File: config.mk
export PLATFORM = sky130hd
export DESIGN_NAME = logic_op_sweeper
export DESIGN_NICKNAME = d
export VERILOG_FILES = /design/src/rtl/logic_op_sweeper.sv
export SDC_FILE = /design/constraint.sdc
export NUM_CORES = 1
export LEC_CHECK = 0
export ABC_CLOCK_PERIOD_IN_PS = 1300
export CAP_MARGIN = 20
export CORE_MARGIN = 8
export CORE_UTILIZATION = 45
export DETAILED_ROUTE_END_ITERATION = 10
export PLACE_DENSITY = 0.76
export SLEW_MARGIN = 5
export SYNTH_ARGS = -nofsm -noshare
export SYNTH_HDL_FRONTEND = slang
export SYNTH_SLANG_ARGS = --single-unit
File: constraint.sdc
create_clock -name clk -period 1.3 [get_ports clk]
set_input_delay 0.26 -clock clk [delete_from_list [all_inputs] [get_ports clk]]
set_output_delay 0.26 -clock clk [all_outputs]
set_load 0.01 [all_outputs]
File: src/rtl/logic_op_sweeper.sv
// logic_op_sweeper: serialises one A/B operand pair through AND/OR/XOR/XNOR on an external 1-bit logic unit
module logic_op_sweeper #(
  parameter int WIDTH = 8
) (
  input  logic             clk,
  input  logic             rst,
  input  logic             in_valid,
  output logic             in_ready,
  input  logic [WIDTH-1:0] a_in,
  input  logic [WIDTH-1:0] b_in,
  output logic [1:0]       case_sel,
  output logic             din_one,
  output logic             din_two,
  input  logic             lu_dout,
  output logic             out_valid,
  input  logic             out_ready,
  output logic [WIDTH-1:0] res_and,
  output logic [WIDTH-1:0] res_or,
  output logic [WIDTH-1:0] res_xor,
  output logic [WIDTH-1:0] res_xnor,
  output logic             busy
);
  localparam int BW = WIDTH > 1 ? $clog2(WIDTH) : 1;
  localparam logic [BW-1:0] LAST = BW'(WIDTH - 1);
  typedef enum logic [1:0] {IDLE, RUN, DONE} state_t;
  state_t state, state_nxt;
  logic [WIDTH-1:0] a_reg, b_reg;
  logic [WIDTH-1:0] res [4];
  logic [1:0] op_cnt;
  logic [BW-1:0] bit_cnt;
  logic bit_last, accept;
  assign bit_last = bit_cnt == LAST;
  assign accept = state == IDLE && in_valid;
  always_ff @(posedge clk) begin
    if (rst) state <= IDLE;
    else state <= state_nxt;
  end
  always_comb begin
    state_nxt = state;
    if (accept) state_nxt = RUN;
    else if (state == RUN && op_cnt == 2'd3 && bit_last) state_nxt = DONE;
    else if (state == DONE && out_ready) state_nxt = IDLE;
  end
  always_ff @(posedge clk) begin
    if (rst) begin
      a_reg <= '0;
      b_reg <= '0;
      op_cnt <= '0;
      bit_cnt <= '0;
      res <= '{default: '0};
    end else if (accept) begin
      a_reg <= a_in;
      b_reg <= b_in;
      op_cnt <= '0;
      bit_cnt <= '0;
    end else if (state == RUN) begin
      res[op_cnt][bit_cnt] <= lu_dout;
      bit_cnt <= bit_last ? '0 : bit_cnt + 1'b1;
      if (bit_last) op_cnt <= op_cnt + 1'b1;
    end
  end
  // Logic-unit drive is decoded from registered state only, so lu_dout closes a zero-latency loop
  assign in_ready = state == IDLE;
  assign busy = state == RUN;
  assign out_valid = state == DONE;
  assign case_sel = busy ? op_cnt : 2'b00;
  assign din_one = busy ? a_reg[bit_cnt] : 1'b0;
  assign din_two = busy ? b_reg[bit_cnt] : 1'b0;
  assign res_and = res[0];
  assign res_or = res[1];
  assign res_xor = res[2];
  assign res_xnor = res[3];
endmodule

### Word-level counts from Yosys, hierarchy flattened

Cells that the tools add are included.

| storage, ports and cells | value |
|---|---|
| register bits | 55 |
| bits in latches | 0 |
| memory bits (writable) | 0 |
| ROM bits | 0 |
| input port bits | 21 |
| output and inout port bits | 39 |
| logic and storage cells | 50 |
| memories | 0 |

| operators by class | value |
|---|---|
| add/sub/neg operators | 2 |
| $mul | 0 |
| div/mod/pow operators | 0 |
| order comparisons | 4 |
| equality and inequality tests | 4 |
| shifts and indexed selects | 0 |
| multiplexer cells | 16 |
| bitwise logic cells | 2 |
| reduce and logical (&&, ||, !) cells | 12 |

Operator list:

| operator | number |
|---|---|
| $bwmux 32 | 1 |
| $demux 8 s2 | 1 |
| $mux 8 | 1 |
| $bmux 1 s3 | 2 |
| $logic_and 1x1->1 | 6 |
| $mux 1 | 6 |
| $mux 2 | 3 |
| $eq 2x2->1 const B | 2 |
| $lt 3x4->1 const B | 1 |
| $reduce_and 2->1 | 2 |
| $add 3x1->3 const B | 1 |
| $demux 1 s3 | 1 |
| $eq 3x3->1 const B | 1 |
| $ge 3x1->1 const B | 1 |
| $ge 3x3->1 const B | 1 |
| $lt 3x1->1 const B | 1 |
| $mux 3 | 1 |
| $not 2->3 | 1 |
| $reduce_bool 3->1 | 1 |
| $add 2x1->2 const B | 1 |
| $eq 2x1->1 const B | 1 |
| $logic_not 2->1 | 1 |
| $reduce_bool 2->1 | 1 |
| $reduce_or 2->1 | 1 |
| $not 1->1 | 1 |

### Longest topological paths before layout

Gate-level depths: netlist of the first run.

| depth | value |
|---|---|
| depth in word-level cells | 7 |
| mapped depth | 6 |
| gate-level depth less buffers | 5 |

### Worst setup path before layout of the first run

OpenSTA, ideal clock, no wires.

| timing path | value |
|---|---|
| path type | reg2out |
| start | register bit_cnt[0] |
| end | output port din_two |
| data arrival time | 1.206 ns |
| data required time | 1.040 ns |
| setup slack | -0.166 ns |
| stages on the path, launching flop included | 5 |
| path buffers | 1 |
| cells stage by stage | dfxtp_1 buf_6 or3b_1 a211o_1 o211ai_1 |

| between the ends | value |
|---|---|
| word-level cells in the longest chain between the ends | 3 |

RTL lines:

| item | RTL line | source |
|---|---|---|
| start: declaration | 30 | `logic [BW-1:0] bit_cnt;` |
| start signal: assignment | 58 | `bit_cnt <= bit_last ? '0 : bit_cnt + 1'b1;` |
| $bmux 1 s3 | 68 | `assign din_two = busy ? b_reg[bit_cnt] : 1'b0;` |
| $mux 1 (implied by the code) | 68 |  |
| $mux 1 | 68 |  |
| end: declaration | 13 | `output logic din_two,` |

No other way between the ends. The select of a mux whose other input is x is not followed.

### Worst setup path in the final report of the first run

| timing path | value |
|---|---|
| start | register bit_cnt[1] |
| end | output port din_two |

The elaborated chain is that of the path after synthesis.

==> impl_metrics.toml, run 1 <==
[timing]
tightest_slew_ns = 0.3240
max_freq_mhz = 536.7
fin_tns_setup_ns = -8.280
clock_skew_ns = 0.01364
slew_viol_final = 0
hold_slack_ns = 0.4594
setup_viol = 62
maxSlewHeadroom = 0.7840
fin_crit_sh = 1.433
rsz0062_at_grt = "true"
hold_viol_final = 0
min_period_ns = 1.863
fin_ws_ns = -0.5633

[detailed_routing]
vias_per_cell = 5.782
first_iter_violations = 125
drc = 0
vias = 2758
drt_wl_total_mm = 8.837
ant_nets = 0
wire_per_inst_um = 18.53
firstDrtPassIters = 4

[outcome]
status = "finished with violations"
violations = "setup timing"

[finish]
final_util = 0.7623
synthToLayoutAreaGrowth_pct = 63.98
design_area_um2 = 4198
multiInputGateArea_um2 = 1745
fin_nets = 432
diodes = 0
nFillCells = 401
drive_gt1_frac = 0.4494
regArea_um2 = 1112

[floorplan]
initial_utilization = 0.4649
die_h_um = 91.43
die_x_um = 91.43
dieArea_um2 = 8359
ioPinCount = 60
rows = 27
coreArea_um2 = 5507

[logic_synthesis]
synthesis.area_um2 = 2560
synth_top_family_by_area = "simple AND/OR/NAND/NOR gates"
synth_nets = 337
synth-simple-area-share = 0.2546
yosys_warnings = 0
yosysMostFrequentCell = "dfxtp_1"
synth_area_leaders = "dfxtp_1 43%, a21oi_1 10%, nand3_1 6.8%"
synth-xor-area-share = 0.003421
synth_compound_area_frac = 0.1979
seq_area_frac_synth = 0.4301
ys_ff_latch = 55
synthDistinctLibCells = 34
netlist_instances = 310
synthTopCellsByCount = "55 x dfxtp_1, 53 x a21oi_1, 39 x nand2_1"
synth_edf_count = 0
yosysTopAreaCell = "dfxtp_1"
avgSynthCellArea_um2 = 8.258
synthAdderAreaFrac = 0.02933
muxShareOfSynthArea = 0.01955
synth_top_area_frac = 0.4301
async_flop_share = 0
synth_flop_cell = "dfxtp_1"

[global_route]
gr-total-overflow = 0
grt.total_usage = 0.1742
grt_max_degree = 51
antenna_found_initial = 0
grt_pass1_wl_mm = 12.28
first_global_vias = 2532

[worst_setup_path]
worstSetupPathType = "reg2out"
cp.buffers_inverters = 2
crit_path_max_incr_delay_ns = 0.37
critPathRequiredTime_ns = 1.04
r2r_end = "op_cnt[1]"
r2r_slack_ns = -0.23
crit_chain = "buf_6 > nor3b_2 > a222oi_1 > o211ai_1 > buf_2"
rr_startpoint = "bit_cnt[1]"
end_kind = "output port"
r2r.worst_path.cells = 8
path_max_fanout = 5
arrival_ns = 1.60
crit_family = "compound AO/OA/AOI/OAI gates"
cpMaxStageDelayCell = "dfxtp_4"
startpoint_type = "flip-flop"

[worst_hold_path]
hold_path_class = "reg2reg"
whs_path_depth = 2
hold_start = "res_xor[0]"
hold_end = "res_xor[0]"

[place]
pre_cts_ws_ns = -0.6039
port-buffer-count = 59
dpl_cell_area_um2 = 3372
place_congestion = 0.8443
hpwl_mm = 4.844

[clock_tree]
cts-htree-levels = 2
cts_buffers = 5
insertion_delay_ns = 0.31
clkTransAtPathRegs_ns = 0.10
cts_tree = "done"
clockRootBuffer = "clkbuf_8"
hold_buffers = 0
clockBufferDepth = 2
clkSinkCount = 55

[run]
cap_viol_max_count = 0

[power_and_ir_drop]
power-per-cell-area_nw_per_um2 = 811.9
power.leakage_nw = 1.653
irDropWorstVdd_uv = 568.5
## layout make-up
class / instances / share of cell area
Multi-Input combinational cell: 225 / 0.4158
Timing Repair Buffer: 114 / 0.2680
Sequential cell: 55 / 0.2650
Tap cell: 72 / 0.02146
Clock buffer: 6 / 0.01729
Clock inverter: 1 / 0.007153
Inverter: 4 / 0.005365
## placed cells by master, fill, tap and decap left out, drive strengths merged, types with 2 or more instances in the layout
cell           instances
a21oi                 53
and3b                  9
buf                   62
clkbuf                 6
clkdlybuf4s50         20
dfxtp                 55
dlygate4sd2           32
ha                     6
inv                    4
mux2i                  5
nand2                 39
nand2b                 2
nand3                 35
nand3b                 8
nor2                   7
nor2b                  5
nor3                   2
nor3b                  4
o211ai                 2
o21ai                 33
or3b                   5
## metrics by stage
| stage | power, mW | std cells |
|---|---|---|
| after floorplan | 1.980 | 310 |
| after detailed placement | 2.155 | 449 |
| final | 3.408 | 477 |
| after CTS | 3.278 | 472 |
| after global placement | 2.149 | 449 |
| after global routing | 3.533 | 477 |
## per-layer routing
| metal | global-route usage | up-vias | part of all wire |
|---|---|---|---|
| met5 | 0 | - | 0 |
| met3 | 0.05350 | 19 | 0.055 |
| met1 | 0.1940 | 1363 | 0.37 |
| met4 | 0.06685 | 0 | 0.023 |
| li1 | - | 1284 | - |
| met2 | 0.3025 | 92 | 0.56 |
## power by group
part           switching [mW]  total (mW)  internal (mW)
clock                   0.536        1.10          0.566
sequential             0.0299        1.75           1.72
combinational           0.288       0.556          0.268
## how the worst max path moves through the flow
stage	from	end	slack [ns]	cells after the start
final	bit_cnt[1]	din_two	-0.56	5
after global routing	bit_cnt[1]	din_two	-0.67	5
after CTS	bit_cnt[1]	din_two	-0.54	4
after detailed placement	bit_cnt[1]	din_two	-0.60	4
after global placement	bit_cnt[1]	din_two	-0.60	4
after floorplan	bit_cnt[1]	din_two	-0.13	4
## cell families after synthesis
group	Yosys count
buffers and inverters	30
DFF	55
adders and majority gates	6
and+or+nand+nor	118
AOI/OAI and AO/OA	95
muxes	5
xor gates and xnor gates	1
## worst min-delay path: stages, from the launching register on
cell     delay [ns]
dfxtp_1        0.33
o21ai_2        0.05
a21oi_1        0.05
## repair_timing
item | in CTS | in global routing
buffers inserted | 14 | 11
setup endpoints to repair | 84 | 62
gates resized for setup | 149 | 118
pin swaps | 28 | 68
cloned | 2 | 1
Note: power is estimated with default switching activity, not from simulation.
==> inputs of run 2 (changes only) <==
--- a/config.mk
+++ b/config.mk
@@ -10,7 +10,7 @@
 export CORE_MARGIN = 8
 export CORE_UTILIZATION = 45
 export DETAILED_ROUTE_END_ITERATION = 10
-export PLACE_DENSITY = 0.76
+export PLACE_DENSITY = 0.88
 export SLEW_MARGIN = 5
 export SYNTH_ARGS = -nofsm -noshare
 export SYNTH_HDL_FRONTEND = slang
==> impl_metrics.toml, run 2 (synthesis gave the netlist of run 1 again) <==
[outcome]
status = "finished with violations"
violations = "setup timing"

[timing]
slew_viol_final = 0
setup_viol = 62
tightest_slew_ns = 0.3490
maxSlewHeadroom = 0.7666
rsz0062_at_grt = "true"
clock_skew_ns = 0.01534
max_freq_mhz = 531.4
fin_tns_setup_ns = -8.400
hold_viol_final = 0
min_period_ns = 1.882
fin_ws_ns = -0.5818
fin_crit_sh = 1.448

[power_and_ir_drop]
p_sw_mw = 0.9626
irDropWorstVdd_uv = 748.0
switching_share = 0.2877
p_int_mw = 2.383
seqPwrFrac = 0.526
p_clk_frac = 0.303
pwr-share-comb = 0.171
power.leakage_nw = 1.677
power-per-cell-area_nw_per_um2 = 790.0

[global_route]
grt_max_degree = 33
first_global_vias = 2814
grt.total_usage = 0.1939
grt_pass1_wl_mm = 13.52
gr-total-overflow = 0
antenna_found_initial = 0

[finish]
multiInputGateArea_um2 = 1844
fin_nets = 427
regArea_um2 = 1115
final_cell_mix = "48 x dfxtp_1, 33 x a21oi_2, 32 x dlygate4sd2_1, 27 x buf_6, 22 x buf_4"
synthToLayoutAreaGrowth_pct = 65.44
layout_commonest_cell = "dfxtp_1"
drive_gt1_frac = 0.4663
final_util = 0.7691
diodes = 0
nFillCells = 342

[detailed_routing]
vias = 2744
first_iter_violations = 157
vias_per_cell = 5.801
wire_per_inst_um = 19.30
ant_nets = 0
drt_wl_total_mm = 9.129
drc = 0
firstDrtPassIters = 4

[run]
cap_viol_max_count = 0

[place]
pre_cts_ws_ns = -0.6076
place_congestion = 0.8301
hpwl_mm = 5.066
port-buffer-count = 59

[clock_tree]
insertion_delay_ns = 0.33
clockBufferDepth = 2
cts_buffers = 5
cts-htree-levels = 2
hold_buffers = 0
clkSinkCount = 55
clkTransAtPathRegs_ns = 0.10
clockRootBuffer = "clkbuf_8"
cts_tree = "done"

[floorplan]
rows = 27
ioPinCount = 60
dieArea_um2 = 8359
die_h_um = 91.43
initial_utilization = 0.4649
die_x_um = 91.43
coreArea_um2 = 5507

[worst_setup_path]
end_kind = "output port"
path_max_fanout = 6
arrival_ns = 1.62
worstSetupPathType = "reg2out"
startpoint_type = "flip-flop"
critPathRequiredTime_ns = 1.04

[worst_hold_path]
hold_path_class = "reg2reg"
run 2: cell count changes in the layout (fill, tap and decap cells not counted), moves of 8 or more:
cell / before / now
nand3_2: 5 / 16
o21ai_2: 24 / 15
o21ai_1: 8 / 16
buf_6: 35 / 27
nand2_2: 18 / 7
nand2_4: 6 / 15
nand3_1: 28 / 16
run 2: final timing paths:
| check | cells after the start | slack, ns | endpoint | startpoint |
|---|---|---|---|---|
| min reg2reg | 2 | 0.47 | b_reg[0] | b_reg[0] |
| max reg2reg | 8 | -0.25 | res_xor[2] | state[1] |
| max | 4 | -0.58 | din_two | bit_cnt[0] |
| min | 2 | 0.47 | b_reg[0] | b_reg[0] |
run 2: worst max-delay path: stages, from the launching register on:
cell and delay, ns:
dfxtp_4 0.38, or3b_1 0.35, a211o_1 0.27, o211ai_1 0.12, buf_2 0.17
run 2: power by group through the flow:
stage | clock (mW) | sequential, mW | combinational [mW]
detailed placement | 0 | 1.78 | 0.367
global placement | 0 | 1.78 | 0.354
CTS | 1.00 | 1.75 | 0.467
finish | 1.01 | 1.76 | 0.571
global route | 1.10 | 1.77 | 0.604
floorplan | 0 | 1.78 | 0.201
run 2: stage by stage:
step	hold slack, ns	instance area, um2	instances	power, mW
2_1_floorplan	0.3960	2572	310	1.980
3_3_place_gp	0.4429	3364	448	2.136
3_5_place_dp	0.4476	3364	448	2.151
4_1_cts	0.4667	3792	472	3.220
5_1_grt	0.4722	4235	473	3.469
6_report	0.4665	4235	473	3.346
run 2: routing by layer:
metal  up-vias  GRT usage  part of all wire
met1      1339     0.2086              0.38
met5         -          0                 0
met3        20    0.05350             0.072
met4         0    0.08049             0.018
li1       1273          -                 -
met2       112     0.3475              0.53
run 2: area by class of cell:
class,count,area share
Multi-Input combinational cell,225,0.4355
Sequential cell,55,0.2632
Timing Repair Buffer,109,0.2544
Tap cell,72,0.02127
Clock buffer,5,0.01625
Clock inverter,3,0.005318
Inverter,4,0.004136
run 2: repair_timing:
action,CTS,global route
pin swaps,33,47
gates resized for setup,145,129
cloned,4,0
buffers inserted,12,6
hold endpoints to repair,0,0
endpoints found under the setup margin,77,62
